==> config.mk <==
export PLATFORM = sky130hd
export DESIGN_NAME = fetch_stage_flat
export DESIGN_NICKNAME = d
export VERILOG_FILES = /design/src/rtl/riscv_pkg.sv /design/src/rtl/fetch_stage_if.sv /design/src/rtl/fetch_stage_if_id_reg.sv /design/src/rtl/fetch_stage.sv /design/src/flat_wrapper.sv
export SDC_FILE = /design/constraint.sdc
export NUM_CORES = 1
export LEC_CHECK = 0
export ABC_AREA = 1
export BUFFER_PORTS_ARGS = -buffer_cell sky130_fd_sc_hd__buf_4
export CAP_MARGIN = 10
export CORE_MARGIN = 2
export CORE_UTILIZATION = 40
export CTS_BUF_LIST = sky130_fd_sc_hd__clkbuf_8
export DETAILED_ROUTE_END_ITERATION = 16
export PLACE_DENSITY = 0.66
export REMOVE_ABC_BUFFERS = 1
export SYNTH_ARGS = -nofsm -noshare
export SYNTH_HDL_FRONTEND = slang
export SYNTH_SLANG_ARGS = --single-unit
==> constraint.sdc <==
create_clock -name clk -period 4.7 [get_ports clk]
set_clock_uncertainty 0.1 [all_clocks]
set_input_delay 0.47 -clock clk [delete_from_list [all_inputs] [get_ports clk]]
set_output_delay 0.47 -clock clk [all_outputs]
set_load 0.005 [all_outputs]
==> src/rtl/riscv_pkg.sv <==
// Shared RV32I core types: datapath width, canonical NOP, fetch FSM states and
// the IF/ID pipeline register payload that the decode stage also consumes.
package riscv_pkg;
    localparam int XLEN = 32;
    localparam logic [XLEN-1:0] NOP_INSTR = 32'h0000_0013;

    typedef enum logic [0:0] {
        RUN   = 1'b0,
        FAULT = 1'b1
    } fetch_state_t;

    typedef struct packed {
        logic            valid;
        logic [XLEN-1:0] pc;
        logic [XLEN-1:0] pc_plus4;
        logic [XLEN-1:0] instr;
    } if_id_t;
endpackage

==> src/rtl/fetch_stage_if.sv <==
// Handshake/bus bundle between the fetch stage and the rest of the core:
// pipeline control in, instruction-memory port, IF/ID outputs and fault report.
interface fetch_stage_if;
    import riscv_pkg::*;

    logic            stall_i;
    logic            redirect_i;
    logic [XLEN-1:0] redirect_pc_i;
    logic [XLEN-1:0] imem_pc_o;
    logic [XLEN-1:0] imem_instr_i;
    logic            id_valid_o;
    logic [XLEN-1:0] id_pc_o;
    logic [XLEN-1:0] id_pc_plus4_o;
    logic [XLEN-1:0] id_instr_o;
    logic            fault_o;
    logic [XLEN-1:0] fault_pc_o;

    modport master (
        output stall_i, redirect_i, redirect_pc_i, imem_instr_i,
        input  imem_pc_o, id_valid_o, id_pc_o, id_pc_plus4_o, id_instr_o,
               fault_o, fault_pc_o
    );

    modport slave (
        input  stall_i, redirect_i, redirect_pc_i, imem_instr_i,
        output imem_pc_o, id_valid_o, id_pc_o, id_pc_plus4_o, id_instr_o,
               fault_o, fault_pc_o
    );
endinterface

==> src/rtl/fetch_stage_if_id_reg.sv <==
// IF/ID pipeline register. Flush turns the slot into a NOP bubble; kill only
// drops valid so the last fetched PC/word stay visible for debug.
module if_id_reg
    import riscv_pkg::*;
(
    input  logic   clk,
    input  logic   rst,
    input  logic   i_load,
    input  logic   i_flush,
    input  logic   i_kill,
    input  if_id_t i_data,
    output if_id_t o_data
);
    if_id_t r_data;

    always_ff @(posedge clk) begin
        if (rst) begin
            r_data <= if_id_t'{valid: 1'b0, pc: '0, pc_plus4: XLEN'(4), instr: NOP_INSTR};
        end else if (i_flush) begin
            r_data.valid <= 1'b0;
            r_data.instr <= NOP_INSTR;
        end else if (i_kill) begin
            r_data.valid <= 1'b0;
        end else if (i_load) begin
            r_data <= i_data;
        end
    end

    assign o_data = r_data;
endmodule

==> src/rtl/fetch_stage.sv <==
// RV32I instruction-fetch stage: owns the PC, drives the combinational-read
// instruction memory, fills IF/ID, and traps on misaligned/out-of-range PCs.
module fetch_stage
    import riscv_pkg::*;
#(
    parameter int              NUM_INST = 120,
    parameter logic [XLEN-1:0] RESET_PC = 32'h0000_0000
) (
    input logic          clk,
    input logic          rst,
    fetch_stage_if.slave bus
);
    localparam int              IMEM_BYTES = NUM_INST * 4;
    localparam logic [XLEN-1:0] LAST_PC    = XLEN'(IMEM_BYTES - 4);

    fetch_state_t    r_state;
    fetch_state_t    w_state_next;
    logic [XLEN-1:0] r_pc;
    logic [XLEN-1:0] w_pc_next;
    logic            r_fault;
    logic [XLEN-1:0] r_fault_pc;
    logic            w_fault_set;
    logic [XLEN-1:0] w_fault_pc_next;
    logic            w_load;
    logic            w_flush;
    logic            w_kill;
    logic            w_target_legal;
    logic [XLEN-1:0] w_pc_plus4;
    if_id_t          w_id_in;
    if_id_t          w_id_out;

    // Unsigned compare: a wrapped PC can never look legal again.
    assign w_target_legal = (bus.redirect_pc_i[1:0] == 2'b00) && (bus.redirect_pc_i <= LAST_PC);
    assign w_pc_plus4     = r_pc + XLEN'(4);

    always_comb begin
        w_state_next    = r_state;
        w_pc_next       = r_pc;
        w_fault_set     = 1'b0;
        w_fault_pc_next = r_fault_pc;
        w_load          = 1'b0;
        w_flush         = 1'b0;
        w_kill          = 1'b0;
        case (r_state)
            RUN: begin
                if (bus.redirect_i) begin
                    if (w_target_legal) begin
                        w_pc_next = bus.redirect_pc_i;
                        w_flush   = 1'b1;
                    end else begin
                        w_state_next    = FAULT;
                        w_fault_set     = 1'b1;
                        w_fault_pc_next = bus.redirect_pc_i;
                        w_kill          = 1'b1;
                    end
                end else if (bus.stall_i) begin
                    w_pc_next = r_pc;
                end else if (r_pc > LAST_PC) begin
                    w_state_next    = FAULT;
                    w_fault_set     = 1'b1;
                    w_fault_pc_next = r_pc;
                    w_kill          = 1'b1;
                end else begin
                    w_load    = 1'b1;
                    w_pc_next = w_pc_plus4;
                end
            end
            default: begin
                w_state_next = FAULT;
            end
        endcase
    end

    // The memory word is only forwarded into IF/ID when actually loaded.
    assign w_id_in = if_id_t'{valid: 1'b1, pc: r_pc, pc_plus4: w_pc_plus4, instr: bus.imem_instr_i};

    always_ff @(posedge clk) begin
        if (rst) begin
            r_state    <= RUN;
            r_pc       <= RESET_PC;
            r_fault    <= 1'b0;
            r_fault_pc <= '0;
        end else begin
            r_state <= w_state_next;
            r_pc    <= w_pc_next;
            if (w_fault_set) begin
                r_fault    <= 1'b1;
                r_fault_pc <= w_fault_pc_next;
            end
        end
    end

    if_id_reg u_if_id (
        .clk     (clk),
        .rst     (rst),
        .i_load  (w_load),
        .i_flush (w_flush),
        .i_kill  (w_kill),
        .i_data  (w_id_in),
        .o_data  (w_id_out)
    );

    assign bus.imem_pc_o     = r_pc;
    assign bus.id_valid_o    = w_id_out.valid;
    assign bus.id_pc_o       = w_id_out.pc;
    assign bus.id_pc_plus4_o = w_id_out.pc_plus4;
    assign bus.id_instr_o    = w_id_out.instr;
    assign bus.fault_o       = r_fault;
    assign bus.fault_pc_o    = r_fault_pc;
endmodule

==> src/flat_wrapper.sv <==
// flat-port wrapper written by rule: the top's interface ports become plain ports
module fetch_stage_flat import riscv_pkg::*;
#(
    parameter int              NUM_INST = 120,
    parameter logic [XLEN-1:0] RESET_PC = 32'h0000_0000
)
  (clk, rst, bus_stall_i, bus_redirect_i, bus_redirect_pc_i, bus_imem_instr_i, bus_imem_pc_o, bus_id_valid_o, bus_id_pc_o, bus_id_pc_plus4_o, bus_id_instr_o, bus_fault_o, bus_fault_pc_o);
  fetch_stage_if bus_i ();
  input logic clk;
  input logic rst;
  input wire logic [$bits(bus_i.stall_i)-1:0] bus_stall_i;
  input wire logic [$bits(bus_i.redirect_i)-1:0] bus_redirect_i;
  input wire logic [$bits(bus_i.redirect_pc_i)-1:0] bus_redirect_pc_i;
  input wire logic [$bits(bus_i.imem_instr_i)-1:0] bus_imem_instr_i;
  output wire logic [$bits(bus_i.imem_pc_o)-1:0] bus_imem_pc_o;
  output wire logic [$bits(bus_i.id_valid_o)-1:0] bus_id_valid_o;
  output wire logic [$bits(bus_i.id_pc_o)-1:0] bus_id_pc_o;
  output wire logic [$bits(bus_i.id_pc_plus4_o)-1:0] bus_id_pc_plus4_o;
  output wire logic [$bits(bus_i.id_instr_o)-1:0] bus_id_instr_o;
  output wire logic [$bits(bus_i.fault_o)-1:0] bus_fault_o;
  output wire logic [$bits(bus_i.fault_pc_o)-1:0] bus_fault_pc_o;
  assign bus_i.stall_i = bus_stall_i;
  assign bus_i.redirect_i = bus_redirect_i;
  assign bus_i.redirect_pc_i = bus_redirect_pc_i;
  assign bus_i.imem_instr_i = bus_imem_instr_i;
  assign bus_imem_pc_o = bus_i.imem_pc_o;
  assign bus_id_valid_o = bus_i.id_valid_o;
  assign bus_id_pc_o = bus_i.id_pc_o;
  assign bus_id_pc_plus4_o = bus_i.id_pc_plus4_o;
  assign bus_id_instr_o = bus_i.id_instr_o;
  assign bus_fault_o = bus_i.fault_o;
  assign bus_fault_pc_o = bus_i.fault_pc_o;
  fetch_stage #(.NUM_INST(NUM_INST), .RESET_PC(RESET_PC)) u_core (.clk(clk), .rst(rst), .bus(bus_i));
endmodule
== Word level (Yosys, flattened, before mapping) ==
Cells that the tools add are included.
W data, S select, Z words.

* Add/sub/neg operators: 1
* $lt $le $gt $ge: 2
* Eq/ne operators: 4
* Muxes and demuxes: 21
* Bitwise operators: 3
* Reductions and logical operators: 9

{| class="wikitable"
|+ Operators with widths
! operator !! count
|-
| $mux W32 || 8
|-
| $add A32 B3 Y32 const B || 1
|-
| $gt A32 B9 Y1 const B || 1
|-
| $le A32 B9 Y1 const B || 1
|-
| $mux W1 || 13
|-
| $reduce_and A5 Y1 || 1
|-
| $ne A2 B1 Y1 const B || 2
|-
| $ne A2 B2 Y1 const B || 2
|-
| $reduce_and A4 Y1 || 1
|-
| $not A1 Y1 || 3
|-
| $reduce_and A3 Y1 || 1
|-
| $reduce_or A3 Y1 || 1
|-
| $logic_not A2 Y1 || 1
|-
| $reduce_and A2 Y1 || 1
|-
| $reduce_bool A2 Y1 || 1
|-
| $reduce_or A2 Y1 || 1
|-
| $logic_and A1 B1 Y1 || 1
|}

* Flip-flop bits (word level): 163
* Input bits: 68
* Word-level logic and storage cells: 48

== Longest topological paths before layout ==
* Depth after elaboration: 7
* Mapped depth: 13
* Gate-level depth less buffers: 12

== Modules after synthesis ==
A second synthesis with hierarchy kept.

* Cells, all modules: 1220
* Area total of the unflattened synthesis: 8023.9 sq um

{| class="wikitable"
|+ By module, submodules not included
! module !! instances !! cells an instance !! area an instance (sq um) !! sequential area each (sq um)
|-
| fetch_stage || 1 || 654 || 4066.4 || 1321.3
|-
| if_id_reg || 1 || 566 || 3957.5 || 1941.9
|}

== Worst setup path before layout ==
No wires, ideal clock.

* Path kind: input to register
* From: input bus_redirect_i
* To: register u_core.u_if_id.r_data (netlist bit u_core.u_if_id.o_data[47])
* Arrival: 1.573 ns
* Required time: 4.472 ns
* Setup slack: 2.899 ns
* Cell stages on the path: 11
* Path through: buf_6 > nor2_2 > nand3_1 > nor2_1 > nand3_2 > nor2_1 > nand2_2 > buf_6 > buf_4 > nand2_1 > nor2_1

* Cells in the longest elaborated chain, start to end: 4
* Elaborated cells between the ends (all ways): 9
* Those cells by class: mux (6); bitwise (2); reduce/logical (1)

{| class="wikitable"
|+ RTL lines
! item !! line !! text
|-
| start: declaration || flat_wrapper.sv:12 || <nowiki>input wire logic [$bits(bus_i.redirect_i)-1:0] bus_redirect_i;</nowiki>
|-
| $mux W1 || fetch_stage.sv:46 || <nowiki>if (bus.redirect_i) begin</nowiki>
|-
| $mux W1 || fetch_stage.sv:44 || <nowiki>case (r_state)</nowiki>
|-
| $not A1 Y1 (no line) || n/a ||
|-
| $reduce_and A3 Y1 (no line) * || n/a ||
|-
| end signal: assignment || fetch_stage_if_id_reg.sv:18 || <nowiki>r_data <= if_id_t'{valid: 1'b0, pc: '0, pc_plus4: XLEN'(4), instr: NOP_INSTR};</nowiki>
|-
| end signal: assignment || fetch_stage_if_id_reg.sv:25 || <nowiki>r_data <= i_data;</nowiki>
|-
| end: declaration || fetch_stage_if_id_reg.sv:14 || <nowiki>if_id_t r_data;</nowiki>
|}

Every way passes the cells marked *; elsewhere a longest branch is shown, timed or not.
A chain may end at the register's enable or synchronous reset.

== Worst setup path in the final report ==
* From: register u_core.r_pc[2] (netlist: u_core.bus.imem_pc_o[2])
* To: register u_core.u_if_id.r_data (netlist bit u_core.u_if_id.o_data[43])

* Cells in the longest elaborated chain, start to end: 7
* Elaborated cells between the ends (all ways): 12
* Those cells by class: add/sub (1); order compare (1); mux (8); bitwise (1); reduce/logical (1)

{| class="wikitable"
|+ RTL lines
! item !! line !! text
|-
| start: declaration || fetch_stage.sv:18 || <nowiki>logic [XLEN-1:0] r_pc;</nowiki>
|-
| start signal: assignment || fetch_stage.sv:85 || <nowiki>r_pc <= w_pc_next;</nowiki>
|-
| $gt A32 B9 Y1 || fetch_stage.sv:58 || <nowiki>end else if (r_pc > LAST_PC) begin</nowiki>
|-
| $mux W1 || fetch_stage.sv:58 ||
|-
| $mux W1 || fetch_stage.sv:56 || <nowiki>end else if (bus.stall_i) begin</nowiki>
|-
| $mux W1 || fetch_stage.sv:46 ||
|-
| $mux W1 || fetch_stage.sv:44 ||
|-
| $not A1 Y1 (no line) || n/a ||
|-
| $reduce_and A3 Y1 (no line) || n/a ||
|}

Parallel ways exist; a longest one is shown, timed or not.

==> results.md <==
- The run finished with clean final reports.
- In the final layout, flip-flops and latches occupy 3220 um2.
- During synthesis, Yosys emitted a total of 0 warnings.
- The final worst setup slack is 2.02 ns.
- For this run, the register share of the synthesized area comes to 0.469.
- Fill cells in the final layout number 1,688.
- In this run the cell area of the synthesized design comes to 6870 um2.
- Counting along the longest clock path gives a buffer depth of 2.
- Max-cap violations in this run came to 0.
- The final hold slack is 0.120 ns.
- The number of input and output port buffers inserted is 229.
- The die width is 135 um.
- The area inside the core boundary is 16,700 um2.
- The largest vdd supply drop is 0.191 mV.
- The clock sink count is 161.
- The signed area change from the synthesized netlist to the final layout is 28.3%.
- The internal power of the cells totals 2.11 mW.
- The kind of cell adding the most delay to the critical path is simple AND/OR/NAND/NOR gates.
- The cell chosen for the clock root is sky130_fd_sc_hd__clkbuf_8.
- Data on the critical path arrives at its endpoint at 2.97 ns.
- The cell row count is 47.
- Together, buffers and inverters on the worst path number 1.
- The synthesized instance count is 978.
- The top-level I/O count is 230.
- The number of diodes is 0.
- STA classifies the critical path endpoint as a flip-flop.
- The detailed-placement wirelength estimate is 11.7 mm.
- Once detail routing completed, the nets flagged for antenna violations numbered 0.
- The floorplan step set the die height to 135 um.
- In the final layout, the multi-input gates occupy 2660 um2.
- Along the worst path, the maximum fanout reaches 48.
- After detailed routing, the total wire length is 17.4 mm.
- Setup repair after global routing left no endpoint under its margin.
- Routability-driven placement finished with a final weighted congestion of 0.789.
- The headroom to the max-slew limit is 0.319.
- The clock network power share is 0.365.
- At the end of the flow, the number of nets in the layout was 1,218.
- The actual slew at the worst max-slew pin is 1.02 ns.
- The critical path runs through a total of 10 cells.
- In the routed layout, each cell is associated on average with a via count of 4.40.
- The max-slew violation total from the final report came to 0.
- The buffer count from post-CTS setup fixing is 0.
- The via count of the first global-routing pass was 5,387.
- The area after detailed placement is 8400 um2.
- The switching share of power is 0.280.
- The fraction of final layout cells sized beyond drive strength 1 is 0.262.
- Counting I/O delays and the setup requirement, the final critical path takes 2.68 ns.
- The count of final setup violators is 0.
- The slowest cell on the critical path is sky130_fd_sc_hd__nand2_2.
- The clock tree from TritonCTS is yes.
- On the worst path, the slowest cell contributes a delay of 0.64 ns.
- The worst setup path is launched from a flip-flop.
- Entering global routing, the biggest net connects 81 pins.
- The worst min-delay path class is input port to flip-flop.
- Before CTS, the worst setup slack after placement is 1.74 ns.
- The number of flip-flops and latches in the synthesized netlist is 161.
- For the final routed database, the setup TNS stands at 0 ns.
- The number of levels in the clock H-tree is 4.
- After clock tree synthesis, the clock-pin slew on the worst setup and hold paths is 0.10 ns.
- Derived from the worst setup path, the maximum achievable clock frequency is 373 MHz.
- The clock latency of the later-clocked register in the worst-skew pair is 0.45 ns.
- Dividing total power by cell area gives a power density of 333 nW/um2.
- The starting density of the core is 0.411.
- A synthesized cell averages 7.02 um2.
- The total number of vias is 6,076.
- Summed over all cells, the static leakage comes to 4.57 nW.
- The share of total power dissipated in combinational logic is 0.139.
- The most used cell along the critical path is sky130_fd_sc_hd__nand2_1.
- The library cells used most frequently in the layout, excluding fill and tap cells, are sky130_fd_sc_hd__nand2_1 (264), sky130_fd_sc_hd__buf_4 (234), sky130_fd_sc_hd__nor2_1 (231).
- The critical path in this run is classified as flip-flop to flip-flop.
- The final non-filler cell area is 8810 um2.
- The die covers 18,200 um2.
- For this block, the initial DRC count from the detailed router was 273.
- Traced cell by cell, the critical path runs through ha_1 -> nand2_1 -> o21ai_1 -> nand2_1 -> nand3_2 -> nor2_1 -> nand2_2 -> buf_4 -> nand2_1 -> nor2_1.
- For this design the total switching power over the nets is 0.822 mW.
- The setup check on the worst reg-to-reg path leaves a slack of 2.02 ns.
- The share of power burned in registers is 0.496.
- The number of different library cells used by synthesis comes to 33.
- For this run the aggregate overflow at the end of global routing stands at 0.
- The initial antenna violation count is 0.
- The number of cell instances on the worst register-to-register path is 10.
- The post-cts sizing count is 0.
- The final hold violation count is 0.
- The first global-routing pass estimated 27.2 mm of wire.
- After clock tree synthesis, the flow added hold-fix buffers numbering 0.
- The first detailed-routing pass took 5 iterations.
- In the finished design, the share of the clock period the worst path needs comes to 0.570.
- The number of buffers added by the clock tree synthesis step is 17.
- At the worst endpoint, the required time is 4.99 ns.
- In the global route stage, overall resource usage came out at 0.187.
- The DRC violations left is 0.
- Overall power consumption after layout is estimated at 2.93 mW.
- Leaving out fill and tap cells, the most frequent cell in the layout is sky130_fd_sc_hd__nand2_1.
- After detailed routing, the average wire length per cell comes to 12.6 um.
- Along the worst hold path, the cell count comes to 3.
-- per-stage QoR --
stage	instances	utilization
6_report	1382	0.528
3_5_place_dp	1350	0.503
2_1_floorplan	896	-
3_3_place_gp	1350	0.503
4_1_cts	1382	0.528
5_1_grt	1382	0.528
-- tightest hold or removal path: cells and delay by family --
family                 cells  cell delay [ns]
and+or+nand+nor            2             0.09
buffers and inverters      1             0.07
-- layer usage --
metal | vias up | wire (um) | track usage
met4 | 0 | 182 | 0.0619
met1 | 2678 | 8010 | 0.239
met5 | - | 0 | 0
met2 | 183 | 7730 | 0.295
met3 | 16 | 1510 | 0.0687
li1 | 3199 | - | -
-- final cells by class --
cell class / instances / area share
sequential: 161 / 0.366
multi-input combinational: 607 / 0.301
timing repair buffer: 234 / 0.199
inverter: 128 / 0.0551
tap: 220 / 0.0312
clock buffer: 18 / 0.0281
clock inverter: 14 / 0.0190
-- state kept, by name, summed over array words and instances (netlist names) --
signal,cells
u_core.bus.fault_o,1
u_core.bus.fault_pc_o,32
u_core.bus.imem_pc_o,32
u_core.r_state,1
u_core.u_if_id.o_data,95
-- kinds of logic after synthesis --
kind of cell | count (synthesis) | synth area share
mux | 24 | 0.0350
buf+inv | 210 | 0.146
xor+xnor | 3 | 0.00383
fa+ha+maj | 1 | 0.00182
simple gates | 555 | 0.322
flops | 161 | 0.469
compound gates | 24 | 0.0219
-- worst paths after layout --
kind / to / from
worst max-delay path: u_core.u_if_id.o_data[43]$_SDFFE_PP0P_ / u_core.bus.imem_pc_o[2]$_SDFFE_PP0P_
worst min-delay path: u_core.u_if_id.o_data[0]$_SDFFE_PP1P_ / bus_imem_instr_i[0]
worst max register to register: u_core.u_if_id.o_data[43]$_SDFFE_PP0P_ / u_core.bus.imem_pc_o[2]$_SDFFE_PP0P_
worst min register to register: u_core.u_if_id.o_data[86]$_SDFFE_PP0P_ / u_core.u_if_id.o_data[86]$_SDFFE_PP0P_
-- Yosys cell counts --
master | instances | area share
sky130_fd_sc_hd__nand3_1 | 43 | 0.031
sky130_fd_sc_hd__nor2_2 | 3 | 0.0027
sky130_fd_sc_hd__buf_4 | 40 | 0.044
sky130_fd_sc_hd__buf_2 | 17 | 0.012
sky130_fd_sc_hd__nor3_4 | 1 | 0.0024
sky130_fd_sc_hd__o31ai_1 | 1 | 0.0011
sky130_fd_sc_hd__a21oi_1 | 9 | 0.0066
sky130_fd_sc_hd__or2_2 | 1 | 0.00091
sky130_fd_sc_hd__a31oi_2 | 1 | 0.0018
sky130_fd_sc_hd__o21a_1 | 4 | 0.0044
sky130_fd_sc_hd__mux2i_1 | 24 | 0.035
sky130_fd_sc_hd__o21bai_1 | 4 | 0.0044
sky130_fd_sc_hd__xnor2_1 | 1 | 0.0013
sky130_fd_sc_hd__nand2_2 | 1 | 0.00091
sky130_fd_sc_hd__buf_1 | 1 | 0.00055
sky130_fd_sc_hd__ha_1 | 1 | 0.0018
sky130_fd_sc_hd__inv_2 | 25 | 0.014
sky130_fd_sc_hd__xor2_1 | 2 | 0.0026
sky130_fd_sc_hd__and2_1 | 1 | 0.00091
sky130_fd_sc_hd__buf_6 | 5 | 0.0082
sky130_fd_sc_hd__dfxtp_1 | 161 | 0.47
sky130_fd_sc_hd__nand4_1 | 6 | 0.0055
sky130_fd_sc_hd__inv_4 | 2 | 0.0018
sky130_fd_sc_hd__o21ai_0 | 4 | 0.0029
sky130_fd_sc_hd__o21ai_1 | 1 | 0.00073
sky130_fd_sc_hd__nor2_1 | 231 | 0.13
sky130_fd_sc_hd__clkbuf_1 | 19 | 0.010
sky130_fd_sc_hd__nand3_2 | 1 | 0.0015
sky130_fd_sc_hd__nand2_4 | 2 | 0.0033
sky130_fd_sc_hd__inv_1 | 100 | 0.055
sky130_fd_sc_hd__clkinv_1 | 1 | 0.00055
sky130_fd_sc_hd__nand3_4 | 1 | 0.0026
sky130_fd_sc_hd__nand2_1 | 264 | 0.14
-- power groups by stage --
stage	logic, mW	registers (mW)	clock network [mW]
global route	0.460	1.46	1.16
global placement	0.409	1.49	0
CTS	0.414	1.46	1.10
floorplan	0.203	1.49	0
detailed placement	0.412	1.49	0
finish	0.408	1.46	1.07
Power figures use the tool's default switching activity.
